<file path="src/rtl/genram_master.sv">
// ============================================================================
// Module   : genram_master
// Brief    : Burst read/write initiator that is the sole driver of a genram
//            single-port RAM, with valid/ready request, write and read channels.
// Revision : 1.0 - initial release
// ============================================================================
`default_nettype none

module genram_master #(
  parameter int AW = 4,
  parameter int DW = 32
) (
  input  logic          clk,
  input  logic          rst_n,
  input  logic          req_valid,
  output logic          req_ready,
  input  logic          req_write,
  input  logic [AW-1:0] req_addr,
  input  logic [AW-1:0] req_len,
  input  logic          wr_valid,
  output logic          wr_ready,
  input  logic [DW-1:0] wr_data,
  output logic          rd_valid,
  input  logic          rd_ready,
  output logic [DW-1:0] rd_data,
  output logic          rd_last,
  output logic          busy,
  output logic          done,
  output logic [AW-1:0] ram_addr,
  output logic          ram_rw,
  output logic [DW-1:0] ram_wdata,
  input  logic [DW-1:0] ram_rdata
);

  typedef enum logic [2:0] {
    S_IDLE     = 3'd0,
    S_WR       = 3'd1,
    S_RD_ISSUE = 3'd2,
    S_RD_WAIT  = 3'd3,
    S_RD_HOLD  = 3'd4
  } state_t;

  state_t        state_q, state_d;
  logic [AW-1:0] addr_q, addr_d;
  logic [AW-1:0] remain_q, remain_d;
  logic          done_q, done_d;
  logic          rd_valid_q, rd_valid_d;
  logic          rd_last_q, rd_last_d;
  logic [DW-1:0] rd_data_q, rd_data_d;

  always_ff @(posedge clk) begin
    if (!rst_n) begin
      state_q    <= S_IDLE;
      addr_q     <= '0;
      remain_q   <= '0;
      done_q     <= 1'b0;
      rd_valid_q <= 1'b0;
      rd_last_q  <= 1'b0;
      rd_data_q  <= '0;
    end else begin
      state_q    <= state_d;
      addr_q     <= addr_d;
      remain_q   <= remain_d;
      done_q     <= done_d;
      rd_valid_q <= rd_valid_d;
      rd_last_q  <= rd_last_d;
      rd_data_q  <= rd_data_d;
    end
  end

  always_comb begin
    state_d    = state_q;
    addr_d     = addr_q;
    remain_d   = remain_q;
    done_d     = 1'b0;
    rd_valid_d = rd_valid_q;
    rd_last_d  = rd_last_q;
    rd_data_d  = rd_data_q;
    case (state_q)
      S_IDLE: begin
        if (req_valid) begin
          addr_d   = req_addr;
          remain_d = req_len;
          state_d  = req_write ? S_WR : S_RD_ISSUE;
        end
      end
      S_WR: begin
        if (wr_valid) begin
          addr_d = addr_q + 1'b1;
          if (remain_q == '0) begin
            state_d = S_IDLE;
            done_d  = 1'b1;
          end else begin
            remain_d = remain_q - 1'b1;
          end
        end
      end
      S_RD_ISSUE: state_d = S_RD_WAIT;
      S_RD_WAIT: begin
        rd_data_d  = ram_rdata;
        rd_valid_d = 1'b1;
        rd_last_d  = (remain_q == '0);
        state_d    = S_RD_HOLD;
      end
      S_RD_HOLD: begin
        if (rd_ready) begin
          rd_valid_d = 1'b0;
          rd_last_d  = 1'b0;
          if (remain_q == '0) begin
            state_d = S_IDLE;
            done_d  = 1'b1;
          end else begin
            addr_d   = addr_q + 1'b1;
            remain_d = remain_q - 1'b1;
            state_d  = S_RD_ISSUE;
          end
        end
      end
      default: state_d = S_IDLE;
    endcase
  end

  // Write strobes are gated by rst_n so an edge that resets never writes the RAM.
  assign req_ready = (state_q == S_IDLE);
  assign busy      = (state_q != S_IDLE);
  assign wr_ready  = (state_q == S_WR) && rst_n;
  assign ram_rw    = !((state_q == S_WR) && wr_valid && rst_n);
  assign ram_addr  = addr_q;
  assign ram_wdata = (state_q == S_WR) ? wr_data : '0;
  assign done      = done_q;
  assign rd_valid  = rd_valid_q;
  assign rd_last   = rd_last_q;
  assign rd_data   = rd_data_q;

endmodule

`default_nettype wire

</file>
<file path="config.mk">
export PLATFORM = sky130hd
export DESIGN_NAME = genram_master
export DESIGN_NICKNAME = d
export VERILOG_FILES = /design/src/rtl/genram_master.sv
export SDC_FILE = /design/constraint.sdc
export NUM_CORES = 1
export LEC_CHECK = 0
export ABC_CLOCK_PERIOD_IN_PS = 2700
export BUFFER_PORTS_ARGS = -buffer_cell sky130_fd_sc_hd__buf_4
export CAP_MARGIN = 5
export CORE_AREA = 2 2 74 76
export DETAILED_ROUTE_END_ITERATION = 6
export DIE_AREA = 0 0 76 78
export PLACE_DENSITY = 0.84
export SYNTH_ARGS = -nofsm -noshare
export SYNTH_HDL_FRONTEND = slang
export SYNTH_SLANG_ARGS = --single-unit
</file>
<file path="constraint.sdc">
create_clock -name clk -period 2.7 [get_ports clk]
set_input_delay 0.27 -clock clk [delete_from_list [all_inputs] [get_ports clk]]
set_output_delay 0.27 -clock clk [all_outputs]
set_load 0.01 [all_outputs]
</file>
==> results of run 1 <==
[final timing paths]
kind	slack, ns	cells past startpoint	endpoint	startpoint
setup reg to reg	0.86	4	remain_q[1]	state_q[0]
hold reg to reg	0.46	2	rd_data[26]	rd_data[26]
hold / removal	0.21	3	rd_data[26]	ram_rdata[26]
setup / recovery	0.64	5	ram_rw	state_q[0]
[power groups by stage]
stage,clock network (W),registers [W],logic (W)
3_3_place_gp,0,0.000795,0.000640
3_5_place_dp,0,0.000797,0.000654
2_1_floorplan,0,0.000784,0.000375
4_1_cts,0.000527,0.000782,0.000656
5_1_grt,0.000549,0.000792,0.000717
6_report,0.000509,0.000783,0.000656
[layout make-up]
type                    count  area share
flip-flops and latches     46       0.263
clock buffers               5      0.0196
multi-input cells         208       0.336
clock inverters             3      0.0125
repair buffers            156       0.334
well taps                  70      0.0250
inverters                   9     0.00964
[cell families after synthesis]
group | synth area share
and+or+nand+nor | 0.287
AOI/OAI and AO/OA | 0.198
muxes | 0.0135
adders and majority gates | 0.0208
DFF | 0.413
buffers and inverters | 0.0601
xor gates and xnor gates | 0.00731
[state kept, by name (all words and copies together) (netlist names)]
signal	count
done	1
ram_addr	4
remain_q	4
rd_last	1
state_q	3
rd_data	32
rd_valid	1
[worst reg2reg max path: cells and delay by family, from the launching register on]
family	cells	cell delay [ns]
compound gates	2	0.52
xor+xnor	1	0.23
flops	1	0.56
simple gates	1	0.39
[cells in the final DEF, fill, tap and decap left out, drive strengths merged, types with 2 or more instances in the layout]
cell type / instances
maj3: 2
and2: 35
nand2: 74
a211oi: 6
o32ai: 2
o2111ai: 2
o21ai: 5
clkbuf: 5
o311ai: 3
nor2: 4
mux2i: 3
a2111oi: 3
nor3b: 4
ha: 2
nor4b: 2
inv: 10
dfxtp: 46
nor3: 5
buf: 156
nand3: 3
o31ai: 2
a21oi: 40
[metrics by stage]
stage                     cells  hold slack [ns]   util  worst slack (ns)
final                       497            0.214  0.695             0.641
after global routing        497            0.212  0.695             0.416
after CTS                   497            0.206  0.695             0.608
after global placement      489            0.443  0.672             0.947
after floorplan             284            0.406      -              1.04
after detailed placement    489            0.448  0.672             0.880
[per-layer routing]
metal  up-vias  wire length (um)  share of wire  global-route usage
met4         0               188          0.028               0.122
met2       119              3290           0.49               0.378
met3        16               565          0.084              0.0651
li1       1239                 -              -                   -
met1      1093              2660           0.40               0.249
met5         -                 0              0                   0
==> results summary, run 1 <==
After clock tree synthesis, the setup repair step added 0 buffers. The initial antenna violation count was 0. The share of flip-flops with an asynchronous set or reset after synthesis is 0. The hold-fix buffer count after cts came out at 0. The number of filler cells placed in the layout came out at between 400 and 500. Walking the worst path, the cells encountered are nor3b_2 -> buf_4 -> and2_1 -> nand2_1 -> buf_4. In the routed layout, each cell is associated on average with a via count of 4.96. The number of different library cells in the post-synthesis netlist is 43. The mean routed wirelength per cell is between 10 and 15 um. STA classifies the critical path endpoint as a primary output. By startpoint and endpoint, the worst setup path is classified as flop to primary output. The repair_antennas step left the layout with diodes totalling 0. The detailed-route wire length is roughly 6700 um. The sink count of the clock tree came out at 46. Of the available clock period, the critical path in the final layout requires 0.763.

The clock tree from TritonCTS is done. The number of hold violations in the final report is 0. The switching share of power is 0.314.

The transition time at the pin with the least slew margin came out at around 0.68 ns. The final net count is between 500 and 600. The sequential cells in the finished layout cover a total of 921 sq um.

The violation count after the first detailed-routing iteration is 84. The synthesized net count came out at around 360. At the worst endpoint, the arrival time is 1.79 ns.

The biggest area contributor in the post-synthesis netlist is sky130_fd_sc_hd__dfxtp_1. The max-slew violation total from the final report came out at 0. The effective utilization at floorplan is 0.442.

Of the total power, combinational logic draws 0.337. No sink is reached through more buffers than the 2 on the longest clock path. The die span in x came out at 76 um. The post-layout total power came out at 0.00195 W.

The synthesis-to-finish area growth is 57.3%. Between clock sinks in the finished design, the worst skew comes to between 0.005 and 0.006 ns. After synthesis the netlist holds a flip-flop and latch count of 46.

In the final timing run, aggregate negative setup slack is 0 ns. Summing all placed instances gives a cell area of ~3400 sq um. The remaining routing DRC violations came out at 0. In the global route stage, overall resource usage came out at 0.221.

The number of H-tree branching levels came out at 2. The power per cell area came out at roughly 560 nW/um^2. Yosys attributes the largest share of cell area to sky130_fd_sc_hd__dfxtp_1 41%, sky130_fd_sc_hd__nand2_1 12%, sky130_fd_sc_hd__and2_1 9.6%, sky130_fd_sc_hd__a21oi_1 8.8%, sky130_fd_sc_hd__clkbuf_1 2.2%. In this design, the stage delay of the slowest critical-path cell is approximately 0.56 ns.

In the final layout, the share of cells above drive strength 1 is 0.410. The maximum fanout encountered on the critical timing path is 33. The leakage power total came out at between 1.5 and 2 nW. The number of global-route vias before repair is around 2.4k. The antenna violation net count after detailed routing came out at 0. STA puts the critical path data required time at about 2.4 ns. The I/O pin count came out at about 150. After synthesis the cells add up to ~2200 sq um. The number of detailed-route iterations in the first pass came out at 4. The sum of overflow across all layers after global routing is 0. The gate count after technology mapping is between 200 and 300. After floorplanning, the core was divided into 26 placement rows. Among all stages on the critical path, the largest delay is contributed by sky130_fd_sc_hd__dfxtp_1.

The kind of cell with the highest combined delay along the critical path is flip-flops. Buffers inserted during clock tree synthesis total 5. Timing would allow up to between 0.4 and 0.5 GHz.

The main flop type after synthesis is sky130_fd_sc_hd__dfxtp_1. The area share of the largest cell type after synthesis is 0.413. The number of port buffers is about 150. The last weighted congestion value of the routability-driven placer came out at slightly above 0.8. The count of buffering cells on the critical path with inverters included is 2.

Among the stages of the critical path, the cell type that occurs most often is sky130_fd_sc_hd__buf_4. The core region is roughly 5000 sq um. The worst vdd rail ir drop is 0.000312 V. For the worst-skew pair, the clock arrives at the later sink with an insertion delay of 0.29 ns. The largest net degree at the start of global routing came out at 34. The worst min-delay path class is input pin to flop.

Measured along the y axis, the die boundary spans 78 um. The area used by multi-input combinational logic is roughly 1200 sq um. The critical path launch point type is a flop. The area of all placed cells without fillers is 3500 sq um. The sequential cell area fraction in the yosys report is 0.413. The first global-routing pass estimated 10,700 um of wire. The reported max-cap violation count is 0. The total die area is between 5000 and 6000 sq um. Measured against its own limit, the worst slew margin works out to 0.549. Setup repair after global routing left no endpoint under its margin. The post-route minimum period came out at a little over 2 ns. The total net switching power is 0.000611 W. The flow ran to the end, and the final reports show no timing, DRC or antenna violations.

The portion of total power attributed to sequential cells is 0.402. In the synthesized netlist, the cells that appear most often are 73 x sky130_fd_sc_hd__nand2_1, 46 x sky130_fd_sc_hd__dfxtp_1, 39 x sky130_fd_sc_hd__a21oi_1, 34 x sky130_fd_sc_hd__and2_1, 13 x sky130_fd_sc_hd__clkbuf_1. The number of enable-type register cells in the synthesized netlist is 0.

The total of endpoints with negative setup slack in the final report came out at 0. The clock transition time at the flip-flop clock pins of the worst setup and hold paths is 0.08 ns. The synthesized area per cell is approximately 8 sq um. The most frequent cell after synthesis is sky130_fd_sc_hd__nand2_1. The cell at the root of the clock tree is sky130_fd_sc_hd__clkbuf_8.

For this run, the number of Yosys warnings is 0. The part of the total power dissipated in the clock network is 0.261. The detailed-route via count is roughly 2.5k. Internal power comes to ~0.0013 W. Post-CTS repair changed the size of 0 cells. The HPWL after detailed placement is about 5100 um.
No activity file was read; power rests on OpenSTA's default activity.
==> run 2, diff against run 1 <==
ABC_CLOCK_PERIOD_IN_PS = 1900   (was 2700)
CORE_AREA = 2 2 77 79   (was 2 2 74 76)
DIE_AREA = 0 0 79 81   (was 0 0 76 78)
PLACE_DENSITY = 0.78   (was 0.84)
clock period = 1.9 ns   (was 2.7 ns; I/O delays follow)
==> run 2 against run 1 <==
  * Wire length is 6.1% higher
  * Critical path depth is 1 higher
  * Clock skew is 0.0011 ns lower
  * Sequential power is 40% higher
  * Combinational power is 60% higher
  * Core utilization is 6.0 points lower
  * Critical endpoint is now remain_q[0]
  * Cell count is 2.2% higher
==> results summary, run 2 (same netlist as run 1, synthesis figures left out) <==
Run status: complete, no violations (unchanged). The end of the worst register-to-register path is remain_q[0] (was remain_q[1]). The final net count came out at 512 (was 506). The antenna cell count was 0 (unchanged). The detailed-route wire length is 7110 um (was 6710 um). The number of core rows came to 28 (was 26). The worst slew margin relative to its limit came to 0.716 (was 0.549). The maximum operating frequency is between 0.5 and 0.6 GHz. The met1 routing resource usage after global routing is 0.277 (was 0.249).

The required time of the critical path came out at 2.12 ns (was 2.43 ns). The number of cells traversed by the worst hold path came out at 3 (unchanged). The number of detailed-route iterations in the first pass came out at 4 (unchanged). The transition time at the pin with the least slew margin came out at 0.425 ns (was 0.676 ns). The post-layout utilization of the core was 0.635 (was 0.695). The global routing usage summed across all routing layers is 0.209 (was 0.221). The I/O pin count is 153 (unchanged). The number of port buffers is 152 (unchanged). The part of the cycle the worst path needs is 0.969. The hold-fix buffer count after cts came out at 0 (unchanged).

The met3 capacity usage during global routing is 0.0378 (was 0.0651). The routed via count divided by cell count was 4.86 (was 4.96). The maximum count of clock buffers along a single path came out at 2 (unchanged).

The sink count of the clock tree came out at 46 (unchanged). The kind of end point of the critical path is a flop (was primary output). The critical path launch point type is a flop (unchanged). The CTS buffer count is 5 (unchanged). The number of hold violations in the final report came out at 0 (unchanged).

The clock latency at the later pin of the worst-skew pair came out at 0.29 ns (about the same). The count of cells resized by post-cts repair came out at 1 (was 0). The kind of critical path was flop to flop (was flop to primary output). The number of global-route vias before repair came to 2,205 (was 2,379). The reported max-cap violation count is 0 (unchanged).

The clock transition time at the flip-flop clock pins of the worst setup and hold paths is 0.08 ns (about the same). The leading cell type in the layout, fill and taps excluded is sky130_fd_sc_hd__buf_4 (unchanged). The largest net degree at the start of global routing came to 40 (was 34).

The final critical-path setup slack came out at 0.0586 ns (was 0.641 ns). The HPWL after detailed placement came out at 5400 um (was 5080 um). The violation count after the first detailed-routing iteration is 84 (unchanged). The clock tree from TritonCTS was done (unchanged). The power per cell area is 794 nW/um^2 (was 556 nW/um^2). The total of endpoints with negative setup slack in the final report is 0 (unchanged). The effective utilization at floorplan was 0.392 (was 0.442). The vertical die dimension is 81 um (was 78 um). The worst min-delay path class is input pin to flop (unchanged). The last weighted congestion value of the routability-driven placer came out at 0.902 (was 0.826). The hold slack is 0.135 ns (was 0.214 ns). The post-route minimum period is between 1.5 and 2 ns. The met2 routing resource usage after global routing is 0.356 (was 0.378). The remaining routing DRC violations is 0 (unchanged). The total die area came out at 6400 sq um (was 5930 sq um). The antenna violation net count after detailed routing came out at 0 (unchanged). The beginning of the worst hold path is ram_rdata[9] (was ram_rdata[26]).

The worst slack at placement came to 0.0776 ns (was 0.880 ns). The initial antenna violation count came to 0 (unchanged). The number of H-tree branching levels is 2 (unchanged). The core box area came out at 5680 sq um (was 5040 sq um).

The hold path endpoint is rd_data[9] (was rd_data[26]). The number of buffers added for setup after CTS is 0 (unchanged). The sum of overflow across all layers after global routing is 0 (unchanged).

The depth of the worst register-to-register path came to 6 (was 4). Commonest non-fill, non-tap cells in the layout: 160 x sky130_fd_sc_hd__buf_4, 73 x sky130_fd_sc_hd__nand2_1, 44 x sky130_fd_sc_hd__dfxtp_1 (was 156 x sky130_fd_sc_hd__buf_4, 73 x sky130_fd_sc_hd__nand2_1, 46 x sky130_fd_sc_hd__dfxtp_1). The wire length of the first global-routing pass is 10,800 um (was 10,700 um).

The cell at the root of the clock tree is sky130_fd_sc_hd__clkbuf_8 (unchanged). The die span in x is 79 um (was 76 um). The mean routed wirelength per cell came to 14.0 um (was 13.5 um). The maximum fanout encountered on the critical timing path is 4 (was 33). The share of final-layout standard cells stronger than drive strength 1 came to 0.427 (was 0.410). The worst clock skew came to 0.00403 ns (was 0.00517 ns). The flip-flop count of the largest register, all copies and words added is 32 (unchanged). The arrival time at the worst endpoint is 2.06 ns (was 1.79 ns). The detailed-route via count is 2,470 (was 2,467). The synthesis-to-finish area growth is 61.9% (was 57.3%). The flop-to-flop setup slack came out at 0.06 ns (was 0.86 ns). The launch instance of the worst register-to-register path is remain_q[0] (was state_q[0]). The leakage power total is 1.61 nW (was 1.58 nW). The worst vdd rail ir drop is 0.000511 V (was 0.000312 V). The max-slew violation total from the final report came out at 0 (unchanged).

The layer with the highest usage is met2 (unchanged).
[run 2: cell type report]
cell class              count  area, sq um
clock buffers               7         76.3
clock inverters             1         30.0
fillers                   545         2070
inverters                   9         33.8
multi-input cells         208         1210
flip-flops and latches     46          923
well taps                  75         93.8
repair buffers            162         1240
[run 2: worst max-delay path: stages (launching register included)]
cell and delay [ns]:
sky130_fd_sc_hd__dfxtp_1 0.32, sky130_fd_sc_hd__inv_1 0.10, sky130_fd_sc_hd__ha_2 0.21, sky130_fd_sc_hd__or3b_4 0.42, sky130_fd_sc_hd__maj3_2 0.35, sky130_fd_sc_hd__a31o_1 0.22
sky130_fd_sc_hd__a21oi_2 0.14
[run 2: metal layers]
layer  part of all wire  vias up
met5                  0        -
met2               0.51       74
met1               0.44     1142
met3              0.041        5
met4             0.0055        0
li1                   -     1249
[run 2: worst max-delay path by stage]
stage	end	slack [ns]	cells after the start	startpoint
after floorplan	remain_q[0]	0.24	6	remain_q[0]
after global placement	remain_q[0]	0.17	6	remain_q[0]
after detailed placement	remain_q[1]	0.08	6	remain_q[0]
after CTS	remain_q[0]	0.03	6	remain_q[0]
after global routing	remain_q[1]	-0.009	6	remain_q[0]
final	remain_q[0]	0.06	6	remain_q[0]
[run 2: metrics by stage]
step	power (W)	TNS (ns)	cell area, sq um	cells
detailed placement	0.00212	0	3470	500
CTS	0.00285	0	3580	508
global placement	0.00210	0	3470	500
floorplan	0.00165	0	2230	284
finish	0.00286	0	3600	508
global route	0.00301	-0.00856	3600	508
[run 2: where the power goes]
part	internal, W	switching [W]
clock	0.000394	0.000320
combinational	0.000537	0.000509
sequential	0.00103	0.0000698
total	0.00196	0.000899
